<file path="src/rtl/string_run_expander.sv">
// string_run_expander: run-length decoder for the string-compression path.
// Takes {string, count} records and re-emits each string `count` times, one
// copy per accepted output beat. When a run ends and the next record is
// already waiting, the next run starts on the same edge with no idle cycle.
// Ports:
//   clk, reset       rising-edge clock, asynchronous active-low reset
//   in_record        [REC_W-1:CNT_W] string, [CNT_W-1:0] run count
//   in_valid/ready   input handshake (in_ready is combinational)
//   out_string       current string copy
//   out_valid/ready  output handshake
//   out_last         high on the final copy of the current run
//   busy             a run is in progress
//   zero_drops       saturating count of records received with count == 0
module string_run_expander #(
    parameter int unsigned STR_W = 128,
    parameter int unsigned CNT_W = 32,
    parameter int unsigned ZD_W  = 16
) (
    input  logic                     clk,
    input  logic                     reset,
    input  logic [STR_W+CNT_W-1:0]   in_record,
    input  logic                     in_valid,
    output logic                     in_ready,
    output logic [STR_W-1:0]         out_string,
    output logic                     out_valid,
    input  logic                     out_ready,
    output logic                     out_last,
    output logic                     busy,
    output logic [ZD_W-1:0]          zero_drops
);

    localparam int unsigned REC_W = STR_W + CNT_W;

    typedef enum logic {
        IDLE = 1'b0,
        EMIT = 1'b1
    } state_e;

    state_e             state_q, state_d;
    logic               out_valid_q, out_valid_d;
    logic               out_last_q, out_last_d;
    logic [STR_W-1:0]   out_string_q, out_string_d;
    logic [CNT_W-1:0]   remaining_q, remaining_d;
    logic [ZD_W-1:0]    zero_drops_q, zero_drops_d;
    logic               busy_q, busy_d;

    logic [STR_W-1:0]   rec_str;
    logic [CNT_W-1:0]   rec_cnt;
    logic               rec_zero;
    logic               out_xfer;
    logic               in_xfer;
    logic [ZD_W-1:0]    zero_drops_inc;

    assign rec_str  = in_record[REC_W-1:CNT_W];
    assign rec_cnt  = in_record[CNT_W-1:0];
    assign rec_zero = (rec_cnt == '0);
    assign out_xfer = out_valid_q && out_ready;
    assign in_xfer  = in_valid && in_ready;

    // Saturating increment: holds at all-ones.
    assign zero_drops_inc = (zero_drops_q == {ZD_W{1'b1}}) ? zero_drops_q
                                                           : zero_drops_q + ZD_W'(1);

    // State register.
    always_ff @(posedge clk or negedge reset) begin
        if (!reset) begin
            state_q      <= IDLE;
            out_valid_q  <= 1'b0;
            out_last_q   <= 1'b0;
            out_string_q <= '0;
            remaining_q  <= '0;
            zero_drops_q <= '0;
            busy_q       <= 1'b0;
        end else begin
            state_q      <= state_d;
            out_valid_q  <= out_valid_d;
            out_last_q   <= out_last_d;
            out_string_q <= out_string_d;
            remaining_q  <= remaining_d;
            zero_drops_q <= zero_drops_d;
            busy_q       <= busy_d;
        end
    end

    // Next-state and in_ready.
    always_comb begin
        state_d      = state_q;
        out_valid_d  = out_valid_q;
        out_last_d   = out_last_q;
        out_string_d = out_string_q;
        remaining_d  = remaining_q;
        zero_drops_d = zero_drops_q;
        // out_last_q is only set while remaining==1, so it marks the final copy.
        in_ready     = (state_q == IDLE) || (out_xfer && out_last_q);

        unique case (state_q)
            IDLE: begin
                if (in_xfer) begin
                    if (rec_zero) begin
                        zero_drops_d = zero_drops_inc;
                    end else begin
                        state_d      = EMIT;
                        out_valid_d  = 1'b1;
                        out_string_d = rec_str;
                        remaining_d  = rec_cnt;
                        out_last_d   = (rec_cnt == CNT_W'(1));
                    end
                end
            end
            EMIT: begin
                if (out_xfer) begin
                    if (remaining_q > CNT_W'(1)) begin
                        remaining_d = remaining_q - CNT_W'(1);
                        out_last_d  = (remaining_q == CNT_W'(2));
                    end else if (in_valid && !rec_zero) begin
                        // Back-to-back run: load on the same edge as the last copy.
                        out_string_d = rec_str;
                        remaining_d  = rec_cnt;
                        out_last_d   = (rec_cnt == CNT_W'(1));
                    end else begin
                        if (in_valid) begin
                            zero_drops_d = zero_drops_inc;
                        end
                        state_d     = IDLE;
                        out_valid_d = 1'b0;
                        out_last_d  = 1'b0;
                    end
                end
            end
            default: begin
                state_d = IDLE;
            end
        endcase

        busy_d = (state_d == EMIT);
    end

    assign out_string = out_string_q;
    assign out_valid  = out_valid_q;
    assign out_last   = out_last_q;
    assign busy       = busy_q;
    assign zero_drops = zero_drops_q;

endmodule
</file>
<file path="config.mk">
export PLATFORM = sky130hd
export DESIGN_NAME = string_run_expander
export DESIGN_NICKNAME = d
export VERILOG_FILES = /design/src/rtl/string_run_expander.sv
export SDC_FILE = /design/constraint.sdc
export NUM_CORES = 1
export LEC_CHECK = 0
export ABC_CLOCK_PERIOD_IN_PS = 3300
export BUFFER_PORTS_ARGS = -buffer_cell sky130_fd_sc_hd__buf_2
export CORE_MARGIN = 2
export CORE_UTILIZATION = 40
export CTS_CLUSTER_DIAMETER = 200
export DETAILED_ROUTE_END_ITERATION = 8
export GPL_ROUTABILITY_DRIVEN = 0
export PLACE_DENSITY = 0.68
export SLEW_MARGIN = 20
export SYNTH_ARGS = -nofsm -noshare
export SYNTH_HDL_FRONTEND = slang
export SYNTH_SLANG_ARGS = --single-unit
</file>
<file path="constraint.sdc">
create_clock -name clk -period 3.3 [get_ports clk]
set_input_delay 0.33 -clock clk [delete_from_list [all_inputs] [get_ports clk]]
set_output_delay 0.33 -clock clk [all_outputs]
set_load 0.05 [all_outputs]
</file>
Yosys cells after proc, flatten, opt, wreduce, memory -nomap -nowiden
Cells that the tools add are included.
- add/sub/neg operators: 2
- order comparisons: 1
- equal/unequal tests: 12
- muxes and demuxes: 38
- bitwise logic cells: 1
- reduce and logical (&&, ||, !) cells: 12
- operators by type and width (kind ; number):
    2-to-1 mux 128 bit ; 5
    one-hot mux 128 bit (2 select lines) ; 1
    2-to-1 mux 32 bit ; 5
    2-to-1 mux 16 bit ; 7
    one-hot mux 32 bit (2 select lines) ; 1
    equality test 32 x 1 -> 1 bit, second input constant ; 1
    equality test 32 x 2 -> 1 bit, second input constant ; 1
    > comparator 32 x 1 -> 1 bit, second input constant ; 1
    logical NOT 32 bit ; 1
    one-hot mux 16 bit (2 select lines) ; 1
    subtractor 32 x 1 -> 32 bit, second input constant ; 1
    adder 16 x 1 -> 16 bit, second input constant ; 1
    equality test 16 bit, second input constant ; 1
    2-to-1 mux 1 bit ; 15
    inequality test 2 bit, second input constant ; 6
    AND reduction 5 bit ; 2
    one-hot mux 1 bit (2 select lines) ; 3
    AND reduction 6 bit ; 1
    logical AND 1 bit ; 4
    inequality test 2 x 1 -> 1 bit, second input constant ; 2
    AND reduction 4 bit ; 1
    inequality test 3 x 1 -> 1 bit, second input constant ; 1
    AND reduction 3 bit ; 1
    logical NOT 1 bit ; 1
    other kinds (2) ; 2
- register bits after elaboration: 179
- bits of input ports: 164
- output and inout port bits: 148
- logic and storage cells: 72

Logic depth before layout (Yosys ltp)
- depth after elaboration: 7
- mapped depth: 10
- depth with buffers taken out: 8

Least setup slack after synthesis
Ideal clock, no wire load.
- path kind: register -> register
- from: register remaining_q[18]
- to: register out_string_q[0] (netlist: out_string[0])
- setup time: 0.128 ns
- data arrival time: 2.765 ns
- data required time: 3.172 ns
- slack: 0.408 ns
- stages on the path, launching flop included: 11
- path buffers: 4
- clock period less this slack: 2.892 ns
- cells stage by stage: dfrtp_1 -> or4_1 -> or3_1 -> buf_2 -> o41a_1 -> buf_2 -> nor2_1 -> nand2_1 -> buf_2 -> buf_2 -> mux2_1
- longest elaborated chain between the ends: 3
- ends and longest elaborated chain (item ; line ; text):
    start, declared ; 43 ; logic [CNT_W-1:0] remaining_q, remaining_d;
    start signal, assigned ; 79 ; remaining_q <= remaining_d;
    > comparator 32 x 1 -> 1 bit ; 112 ; if (remaining_q > CNT_W'(1)) begin
    inequality test 2 bit (no source line) ; -- ;
    AND reduction 5 bit (no source line) ; -- ;
    end signal, assigned ; 78 ; out_string_q <= out_string_d;
    end, declared ; 42 ; logic [STR_W-1:0] out_string_q, out_string_d;
No other way between the ends.
A chain may end at the register's enable or synchronous reset.

Worst setup path in the final report
- from: register remaining_q[9]
- to: register remaining_q[24]
- longest elaborated chain between the ends: 4
- elaborated cells on any way between the ends: 7
- those cells by class: add/sub (1); order compare (1); eq/ne (1); mux (3); reduce/logical (1)
- ends and longest elaborated chain (item ; line ; text):
    subtractor 32 x 1 -> 32 bit / > comparator 32 x 1 -> 1 bit (equally long branches) ; 113, 112 ;
    2-to-1 mux 32 bit ; 112 ;
    2-to-1 mux 32 bit ; 111 ; if (out_xfer) begin
    one-hot mux 32 bit (2 select lines) ; 96 ; unique case (state_q)
Several ways; a longest one is shown, not always the timed one. The select of a mux whose other input is x is not followed.

==> metrics.yaml <==
status: "finished clean"
swShare_pct: 34.1
finalSetupTns_ps: 0
vdd_drop_max_v: 0.000358
cp_cell_sequence: "or3_1 -> or4b_4 -> buf_4 -> o41ai_4 -> buf_12 -> a21oi_1 -> buf_4 -> a2bb2oi_1"
antenna_cells: 0
clk_pin_slew_ps: 80
initial_utilization_pct: 40.9
fin_nets: 1132
drt-initial-drc-count: 375
syn_area_mm2: 0.00799
hold_viol_final: 0
cts_resized: 0
power_frac_clock_pct: 35.3
clockRootBuffer: "clkbuf_16"
overflow: 0
fin_skew_ps: 11.7
p_switching_mw: 1.94
ys_ff_latch: 179
slew_violations: 0
postRouteAntennaNets: 0
wl_per_cell_um: 18.2
p_comb_share_pct: 20.6
hp-class: "in -> reg"
fin_ws_ps: 210
required_ps: 3650
power.density_mw_per_mm2: 542
max-clock-path-buffers: 2
setup.worst_path.class: "reg -> reg"
layout_min_cycle_time_ps: 3090
synth_xor_area_share_pct: 1.64
yosysSeqAreaShare_pct: 56.1
grt_use_total_pct: 21.3
dieArea_mm2: 0.0211
dr_total_vias: 6550
grt_max_degree: 85
fp.dieH_um: 145
first_global_vias: 6382
synth_fa_ha_area_share_pct: 0.626
dieWidth_um: 145
maxCapViolCount: 0
synth_top_area_share_pct: 56.1
rsz0062_at_grt: "false"
synth.distinct_cells: 48
synth.yosys.warnings: 0
cpMostUsedCell: "buf_4"
wl_um: 22600
cp_top_family: "simple AND/OR/NAND/NOR gates"
path_buf_inv: 3
vias_per_cell: 5.27
fin_cells: 1242
critPathLaunchType: "flip-flop"
power.leakage_nw: 5.26
fmax_ghz: 0.324
p_int_mw: 3.75
finalSetupViolCount: 0
grt_busiest_layer: "met2"
hpwl_um: 16700
clkLatencyLatePin_ps: 430
worstMarginPinSlew_ps: 818
grt_first_pass_wirelength_um: 35500
cts_tree: "done"
gr-usage-met1_pct: 27.7
area_growth_pct: 31.5
fin_util_pct: 53.8
synth_top_flop_cell: "dfrtp_1"
synth_top_area_cell: "dfrtp_1"
dp_slack_ps: 249
worstPathMaxFanout: 71
syn-num-nets: 820
final_cell_area_mm2: 0.0105
cts_inserted_buffers: 17
cts.sinks: 179
portBuffers: 311
synth.avg_cell_area_um2: 12.3
fp-row-count: 51
drt_pre_antenna_iters: 5
seqPwrFrac_pct: 44.2
dp.cells: 1209
antenna_found_initial: 0
synthTopCellsByArea: "dfrtp_1 (56%), mux2_2 (10%), mux2_1 (8.2%), a211oi_1 (1.9%), a21oi_1 (1.7%)"
async_reset_ff_share_pct: 100
synth_mux_area_share_pct: 18.4
htreeDepth: 4
netlist_instances: 652
met2_usage_pct: 34.2
synth_edf_count: 0
dpl_cell_area_mm2: 0.00990
slowest_stage: "or4b_4"
max-slew-margin-rel_pct: 45.5
drive_gt1_share_pct: 45.3
slowest_delay_ps: 560
drc: 0
ios: 312
synth_top_family_by_area: "multiplexers"
synth_compound_area_share_pct: 11.1
core_mm2: 0.0195
endpoint_kind: "flip-flop"
cp.arrival_ps: 3440
synth-simple-area-share_pct: 9.49
timing.final.crit_share_pct: 93.6
gr-usage-met3_pct: 5.49
layout make-up:
type                            count  area (um2)
Clock buffer                       18         429
Inverter                           11        41.3
Tap cell                          265         332
Multi-Input combinational cell    422        3310
Timing Repair Buffer              333        1760
Clock inverter                     14         166
Fill cell                        1749        9020
Sequential cell                   179        4480
power groups by stage:
stage          registers, mW  logic (mW)  clock network (mW)
2_1_floorplan           3.02       0.286                   0
3_3_place_gp            2.54        1.16                   0
3_5_place_dp            2.55        1.17                   0
4_1_cts                 2.51        1.17                2.07
5_1_grt                 2.54        1.24                2.16
6_report                2.51        1.17                2.01
routing by layer:
metal | up-vias | wire length [um]
met5 | - | 0
met3 | 44 | 1500
met1 | 3166 | 9600
met4 | 0 | 697
li1 | 3061 | -
met2 | 279 | 10800
worst paths after layout:
| kind | to | slack [ps] | cells past startpoint | startpoint |
|---|---|---|---|---|
| max | remaining_q[24]$_DFFE_PN0P_ | 210 | 8 | remaining_q[9]$_DFFE_PN0P_ |
| min | out_string[68]$_DFFE_PN0P_ | 100 | 2 | in_record[100] |
| max reg2reg | remaining_q[24]$_DFFE_PN0P_ | 210 | 8 | remaining_q[9]$_DFFE_PN0P_ |
| min reg2reg | out_string[51]$_DFFE_PN0P_ | 490 | 1 | out_string[51]$_DFFE_PN0P_ |
| max in group asynchronous | out_string[60]$_DFFE_PN0P_ | 1950 | 3 | reset |
| min in group asynchronous | remaining_q[5]$_DFFE_PN0P_ | 520 | 2 | reset |
cells by family (layout without fill, tap and decap cells):
logic type | Yosys count | count (layout)
compound gates | 128 | 128
xor+xnor | 15 | 15
fa+ha+maj | 4 | 4
mux | 131 | 131
simple gates | 144 | 144
flops | 179 | 179
buf+inv | 51 | 376
Yosys cell counts, types with 2 or more instances:
cell / number
a211oi_1: 20
a21oi_1: 27
a2bb2oi_1: 11
a31oi_1: 6
and2_1: 2
and4_1: 2
buf_1: 2
buf_2: 17
clkbuf_1: 21
dfrtp_1: 179
ha_1: 4
inv_1: 11
mux2_1: 58
mux2_2: 72
nand2_1: 20
nand3_1: 14
nand4_1: 10
nor2_1: 31
nor3_1: 22
nor4_1: 21
o211ai_1: 10
o21ai_0: 22
o22a_1: 5
o22ai_1: 4
o2bb2ai_1: 9
o31ai_1: 4
o41ai_1: 2
or2_2: 3
or3_1: 6
or4_1: 6
xor2_1: 14
flip-flops by register name (all words and copies together) (netlist names):
register and count:
busy 1, out_string 128, out_last 1, out_valid 1, zero_drops 16, remaining_q 32
what timing repair did:
item / CTS / global route
endpoints found under the hold margin: 56 / 0
endpoints found under the setup margin: 0 / 0
buffers inserted: 0 / 0
hold buffers: 1 / 0
cells in the final DEF (no fill, tap or decap), types with 11 or more instances in the layout:
cell / instances
mux2_2: 72
nand2_1: 19
buf_2: 310
a211oi_1: 20
buf_4: 19
dfrtp_1: 179
a21oi_1: 27
o21ai_0: 21
xor2_1: 14
clkbuf_16: 17
nor3_1: 22
inv_1: 11
nor2_1: 31
nand3_1: 14
a2bb2oi_1: 11
nor4_1: 21
mux2_1: 58
through the flow:
| step | hold slack, ps | power (mW) |
|---|---|---|
| detailed placement | 441 | 3.72 |
| global placement | 441 | 3.70 |
| global route | 88.1 | 5.94 |
| finish | 104 | 5.69 |
| CTS | 80.4 | 5.76 |
| floorplan | 34.4 | 3.31 |
No activity file was read; power rests on OpenSTA's default activity.
